--- src/rtl/controller_pipe_if.sv ---
// controller_pipe_if: control bundle between the pipelined controller and the datapath.
// master is the controller side, slave is the datapath side.
interface controller_pipe_if;
   logic [19:0] InstrD;
   logic [3:0] ALUFlags;
   logic FlushE;
   logic [1:0] RegSrcD;
   logic [1:0] ImmSrcD;
   logic ALUSrcE;
   logic [2:0] ALUControlE;
   logic MemWriteM;
   logic MemtoRegE;
   logic RegWriteM;
   logic MemtoRegW;
   logic RegWriteW;
   logic PCSrcW;
   modport master (
      input InstrD, ALUFlags, FlushE,
      output RegSrcD, ImmSrcD, ALUSrcE, ALUControlE, MemWriteM, MemtoRegE,
      RegWriteM, MemtoRegW, RegWriteW, PCSrcW
   );
   modport slave (
      output InstrD, ALUFlags, FlushE,
      input RegSrcD, ImmSrcD, ALUSrcE, ALUControlE, MemWriteM, MemtoRegE,
      RegWriteM, MemtoRegW, RegWriteW, PCSrcW
   );
endinterface

--- src/rtl/controller_pipe.sv ---
// controller_pipe: 5-stage ARM-subset control unit; decodes in D, conditions in E, pipes controls to M/W.
module controller_pipe (
   input logic clk,
   input logic reset,
   controller_pipe_if.master bus
);
   logic [3:0] condD;
   logic [1:0] op;
   logic [5:0] funct;
   logic [3:0] cmd;
   logic [3:0] rd;
   logic isDp, isMem, isBr, isLdr, isStr, isCmp, dpOk, addSub, sBit;
   logic regWriteD, memWriteD, memtoRegD, pcsD, aluSrcD;
   logic [2:0] aluControlD;
   logic [1:0] flagWriteD;
   logic [3:0] condE;
   logic [1:0] flagWriteE;
   logic regWriteE, memWriteE, memtoRegE, pcsE, aluSrcE;
   logic [2:0] aluControlE;
   logic condExE;
   logic [3:0] flags;
   logic regWriteM, memWriteM, memtoRegM, pcSrcM;
   logic regWriteW, memtoRegW, pcSrcW;
   assign condD = bus.InstrD[19:16];
   assign op = bus.InstrD[15:14];
   assign funct = bus.InstrD[13:8];
   assign rd = bus.InstrD[3:0];
   assign cmd = funct[4:1];
   assign isDp = op == 2'b00;
   assign isMem = op == 2'b01;
   assign isBr = op == 2'b10;
   assign isLdr = isMem & funct[0];
   assign isStr = isMem & ~funct[0];
   assign isCmp = isDp & (cmd == 4'b1010);
   assign addSub = (cmd == 4'b0100) | (cmd == 4'b0010) | (cmd == 4'b1010);
   assign dpOk = isDp & (addSub | (cmd == 4'b0000) | (cmd == 4'b1100));
   assign sBit = funct[0] | isCmp;
   assign aluControlD = (!dpOk || cmd == 4'b0100) ? 3'b000 :
                        cmd == 4'b0000 ? 3'b001 :
                        cmd == 4'b1100 ? 3'b010 : 3'b011;
   assign aluSrcD = dpOk ? funct[5] : (isMem | isBr);
   assign regWriteD = (dpOk & ~isCmp) | isLdr;
   assign memWriteD = isStr;
   assign memtoRegD = isLdr;
   assign flagWriteD = {dpOk & sBit, dpOk & sBit & addSub};
   assign pcsD = ((rd == 4'hf) & regWriteD) | isBr;
   assign bus.RegSrcD = {isStr, isBr};
   assign bus.ImmSrcD = isBr ? 2'b10 : isMem ? 2'b01 : 2'b00;
   always_ff @(posedge clk) begin
      if (reset || bus.FlushE) begin
         condE <= '0;
         flagWriteE <= '0;
         regWriteE <= 1'b0;
         memWriteE <= 1'b0;
         memtoRegE <= 1'b0;
         pcsE <= 1'b0;
         aluSrcE <= 1'b0;
         aluControlE <= '0;
      end else begin
         condE <= condD;
         flagWriteE <= flagWriteD;
         regWriteE <= regWriteD;
         memWriteE <= memWriteD;
         memtoRegE <= memtoRegD;
         pcsE <= pcsD;
         aluSrcE <= aluSrcD;
         aluControlE <= aluControlD;
      end
   end
   // flags is {N,Z,C,V}
   always_comb begin
      condExE = 1'b0;
      case (condE)
         4'b0000: condExE = flags[2];
         4'b0001: condExE = ~flags[2];
         4'b0010: condExE = flags[1];
         4'b0011: condExE = ~flags[1];
         4'b0100: condExE = flags[3];
         4'b0101: condExE = ~flags[3];
         4'b0110: condExE = flags[0];
         4'b0111: condExE = ~flags[0];
         4'b1000: condExE = flags[1] & ~flags[2];
         4'b1001: condExE = ~flags[1] | flags[2];
         4'b1010: condExE = flags[3] == flags[0];
         4'b1011: condExE = flags[3] != flags[0];
         4'b1100: condExE = ~flags[2] & (flags[3] == flags[0]);
         4'b1101: condExE = flags[2] | (flags[3] != flags[0]);
         4'b1110: condExE = 1'b1;
         default: condExE = 1'b0;
      endcase
   end
   always_ff @(posedge clk) begin
      if (reset) begin
         flags <= '0;
         regWriteM <= 1'b0;
         memWriteM <= 1'b0;
         memtoRegM <= 1'b0;
         pcSrcM <= 1'b0;
         regWriteW <= 1'b0;
         memtoRegW <= 1'b0;
         pcSrcW <= 1'b0;
      end else begin
         if (flagWriteE[1] & condExE) flags[3:2] <= bus.ALUFlags[3:2];
         if (flagWriteE[0] & condExE) flags[1:0] <= bus.ALUFlags[1:0];
         regWriteM <= regWriteE & condExE;
         memWriteM <= memWriteE & condExE;
         memtoRegM <= memtoRegE;
         pcSrcM <= pcsE & condExE;
         regWriteW <= regWriteM;
         memtoRegW <= memtoRegM;
         pcSrcW <= pcSrcM;
      end
   end
   assign bus.ALUSrcE = aluSrcE;
   assign bus.ALUControlE = aluControlE;
   assign bus.MemtoRegE = memtoRegE;
   assign bus.MemWriteM = memWriteM;
   assign bus.RegWriteM = regWriteM;
   assign bus.MemtoRegW = memtoRegW;
   assign bus.RegWriteW = regWriteW;
   assign bus.PCSrcW = pcSrcW;
endmodule

--- src/flat_wrapper.sv ---
// flat-port wrapper written by rule: the top's interface ports become plain ports
module controller_pipe_flat 
  (clk, reset, bus_InstrD, bus_ALUFlags, bus_FlushE, bus_RegSrcD, bus_ImmSrcD, bus_ALUSrcE, bus_ALUControlE, bus_MemWriteM, bus_MemtoRegE, bus_RegWriteM, bus_MemtoRegW, bus_RegWriteW, bus_PCSrcW);
  controller_pipe_if bus_i ();
  input logic clk;
  input logic reset;
  input wire logic [$bits(bus_i.InstrD)-1:0] bus_InstrD;
  input wire logic [$bits(bus_i.ALUFlags)-1:0] bus_ALUFlags;
  input wire logic [$bits(bus_i.FlushE)-1:0] bus_FlushE;
  output wire logic [$bits(bus_i.RegSrcD)-1:0] bus_RegSrcD;
  output wire logic [$bits(bus_i.ImmSrcD)-1:0] bus_ImmSrcD;
  output wire logic [$bits(bus_i.ALUSrcE)-1:0] bus_ALUSrcE;
  output wire logic [$bits(bus_i.ALUControlE)-1:0] bus_ALUControlE;
  output wire logic [$bits(bus_i.MemWriteM)-1:0] bus_MemWriteM;
  output wire logic [$bits(bus_i.MemtoRegE)-1:0] bus_MemtoRegE;
  output wire logic [$bits(bus_i.RegWriteM)-1:0] bus_RegWriteM;
  output wire logic [$bits(bus_i.MemtoRegW)-1:0] bus_MemtoRegW;
  output wire logic [$bits(bus_i.RegWriteW)-1:0] bus_RegWriteW;
  output wire logic [$bits(bus_i.PCSrcW)-1:0] bus_PCSrcW;
  assign bus_i.InstrD = bus_InstrD;
  assign bus_i.ALUFlags = bus_ALUFlags;
  assign bus_i.FlushE = bus_FlushE;
  assign bus_RegSrcD = bus_i.RegSrcD;
  assign bus_ImmSrcD = bus_i.ImmSrcD;
  assign bus_ALUSrcE = bus_i.ALUSrcE;
  assign bus_ALUControlE = bus_i.ALUControlE;
  assign bus_MemWriteM = bus_i.MemWriteM;
  assign bus_MemtoRegE = bus_i.MemtoRegE;
  assign bus_RegWriteM = bus_i.RegWriteM;
  assign bus_MemtoRegW = bus_i.MemtoRegW;
  assign bus_RegWriteW = bus_i.RegWriteW;
  assign bus_PCSrcW = bus_i.PCSrcW;
  controller_pipe u_core (.clk(clk), .reset(reset), .bus(bus_i));
endmodule
--- config.mk ---
export PLATFORM = sky130hd
export DESIGN_NAME = controller_pipe_flat
export DESIGN_NICKNAME = d
export VERILOG_FILES = /design/src/rtl/controller_pipe_if.sv /design/src/rtl/controller_pipe.sv /design/src/flat_wrapper.sv
export SDC_FILE = /design/constraint.sdc
export NUM_CORES = 1
export LEC_CHECK = 0
export BUFFER_PORTS_ARGS = -buffer_cell sky130_fd_sc_hd__buf_2
export CORE_ASPECT_RATIO = 0.9
export CORE_MARGIN = 3
export CORE_UTILIZATION = 44
export CTS_CLUSTER_DIAMETER = 60
export DETAILED_ROUTE_END_ITERATION = 7
export PLACE_DENSITY = 0.74
export SYNTH_ARGS = -nofsm -noshare
export SYNTH_HDL_FRONTEND = slang
export SYNTH_SLANG_ARGS = --single-unit
--- constraint.sdc ---
create_clock -name clk -period 1.7 [get_ports clk]
set_input_delay 0.51 -clock clk [delete_from_list [all_inputs] [get_ports clk]]
set_output_delay 0.51 -clock clk [all_outputs]
set_load 0.01 [all_outputs]
==> results_dict.tcl <==
set metrics [dict create \
    drt_iter0_markers 55 \
    via_count 1124 \
    p_total_mw 1.04 \
    fmax_ghz 0.561 \
    ant_nets 0 \
    ys_types 39 \
    p_per_area_nw_per_um2 634 \
    core_area_sq_um 2570 \
    rsz0062_at_grt "yes" \
    globalRoute.totalOverflow 0 \
    period_share_pct 105 \
    route.detailed.drc 0 \
    final_common_cell "buf_2" \
    wl_per_cell_um 12.0 \
    violations "setup timing" \
    slew_violations 0 \
    h-tree-depth 1 \
    hp-class "input pin to register" \
    io_buffers 35 \
    final_nets 215 \
    required_ns 1.90 \
    clk_pin_slew_ns 0.12 \
    place_ws_ns -0.112 \
    finalClockSkew_ns 0.00426 \
    syn_area_sq_um 1240 \
    clock-sinks 24 \
    gp_congestion 0.831 \
    wl_mm 2.66 \
    die_w_um 61.9 \
    layout_setup_ws_ns -0.0813 \
    rows 17 \
    critPathSlowestCell "or3b_4" \
    synth_ff_type "dfxtp_1" \
    utilization_pct 63.5 \
    synthCells 135 \
    critPathMaxFanout 9 \
    routed_via_density 5.09 \
    die_h_um 56.3 \
    track_usage_pct 16.5 \
    irDropWorstVdd_mv 0.252 \
    cts_buffer_depth 2 \
    yosysSeqAreaShare_pct 38.8 \
    cts_buffers 3 \
    start_util_pct 48.1 \
    die_area_sq_um 3490 \
    cts_tree "done" \
    leakage_nw 0.725 \
    cp-start-kind "register" \
    area_growth_pct 32.1 \
    async_flop_share_pct 0 \
    clockRootBuffer "clkbuf_4" \
    io_pins 41 \
    antenna_found_initial 0 \
    finalSetupViolations 7 \
    path_cells "buf_12 > or3b_4 > o2111a_1 > a2111oi_4 > or2_1 > buf_4 > o211ai_2" \
    drtPass1Iterations 4 \
    max_stage_delay_ns 0.37 \
    status "finished, violations left" \
    insertion_delay_ns 0.31 \
    ys_ff_latch 24 \
    grt_max_degree 15 \
    criticalPathCategory "register to register" \
    path_buf_inv 2 \
    min_period_ns 1.78 \
    drv_cap 0 \
    antenna_cells 0 \
    place_inst 217 \
    hold_viol 0 \
    fin_tns_setup_ns -0.429 \
    layout.cells.most_common_list "buf_2, dfxtp_1, buf_4" \
    syn_avg_cell_area_sq_um 9.17 \
    layout-drive-gt1-share_pct 41.5 \
    yosysWarnings 0 \
    dp_hpwl_mm 2.14 \
    path_delay_family "simple AND/OR/NAND/NOR gates" \
    grt_pass1_wl_mm 4.42 \
    endpoint_kind "register" \
    n_fill_cell 220 \
    instances_no_fill 221 \
    synth_nets 166 \
    synth-edff-count 0 \
    cp.arrival_ns 1.98 \
    grt_pass1_vias 1096 \
]
## repair_timing
action	4_1_cts	5_1_grt
pin swaps	1	1
setup endpoints to repair	8	9
resized for setup	5	9
buffers inserted	0	0
hold buffers	0	0
## cell usage after synthesis, types with 2 or more instances
cell	instances	area share [%]
nor2b_1	7	3.5
nand2_1	11	3.3
buf_4	4	2.4
a32oi_1	4	2.8
and2_1	6	3.0
o211ai_1	4	2.4
o21ai_0	4	1.6
o211ai_2	4	4.0
buf_6	2	1.8
a211oi_1	3	1.8
dfxtp_1	24	39
a21oi_1	8	3.2
or3b_1	2	1.4
ha_1	4	4.0
nand2b_1	6	3.0
inv_1	9	2.7
mux2i_1	3	2.4
nor2_1	9	2.7
## power breakdown
part	switching, mW	internal [mW]
Combinational	0.0835	0.0818
Clock	0.159	0.131
Sequential	0.00776	0.573
## per-layer routing
layer  global-route usage, %  part of all wire, %  up-vias
met3                    2.76                  6.6        5
li1                        -                    -      560
met4                    7.58                  1.8        0
met2                    27.1                   49       40
met5                       0                    0        -
met1                    20.6                   43      519
## final timing paths
check / cells after the start / end / slack, ns / startpoint
setup / recovery: 7 / u_core.flags[0] / -0.08 / u_core.condE[2]
hold / removal: 2 / u_core.condE[0] / 0.39 / bus_InstrD[16]
setup reg to reg: 7 / u_core.flags[0] / -0.08 / u_core.condE[2]
hold reg to reg: 2 / u_core.bus.RegWriteM / 0.43 / u_core.regWriteE
## kinds of logic (layout without fill, tap and decap cells)
group | Yosys count | after routing | share of synthesized area, %
other | 1 | 1 | 0.303
AND/OR/NAND/NOR | 47 | 47 | 20.5
XOR/XNOR | 1 | 1 | 0.708
AO/OA/AOI/OAI | 36 | 36 | 24.2
buffers and inverters | 18 | 66 | 8.09
multiplexers | 4 | 4 | 3.34
adder cells (fa/ha/maj) | 4 | 4 | 4.04
flip-flops | 24 | 24 | 38.8
## per-stage QoR
stage	instance area [sq um]	hold slack (ns)
3_5_place_dp	1540	0.420
2_1_floorplan	1240	0.413
6_report	1630	0.387
5_1_grt	1630	0.379
3_3_place_gp	1540	0.417
4_1_cts	1600	0.379
## sequential cells by signal (all words and copies together), names as in the netlist
name                    cells
u_core.bus.ALUControlE      2
u_core.bus.ALUSrcE          1
u_core.bus.MemWriteM        1
u_core.bus.MemtoRegE        1
u_core.bus.MemtoRegW        1
u_core.bus.PCSrcW           1
u_core.bus.RegWriteM        1
u_core.bus.RegWriteW        1
u_core.condE                4
u_core.flagWriteE           2
u_core.flags                4
u_core.memWriteE            1
u_core.memtoRegM            1
u_core.pcSrcM               1
u_core.pcsE                 1
u_core.regWriteE            1
## cell type report
| class | count | area, sq um | share of cell area (%) |
|---|---|---|---|
| Inverter | 9 | 33.8 | 2.07 |
| Sequential cell | 24 | 483 | 29.6 |
| Tap cell | 38 | 47.5 | 2.91 |
| Timing Repair Buffer | 53 | 327 | 20.0 |
| Clock buffer | 4 | 36.3 | 2.22 |
| Multi-Input combinational cell | 93 | 707 | 43.3 |
No activity file was read; power rests on OpenSTA's default activity.
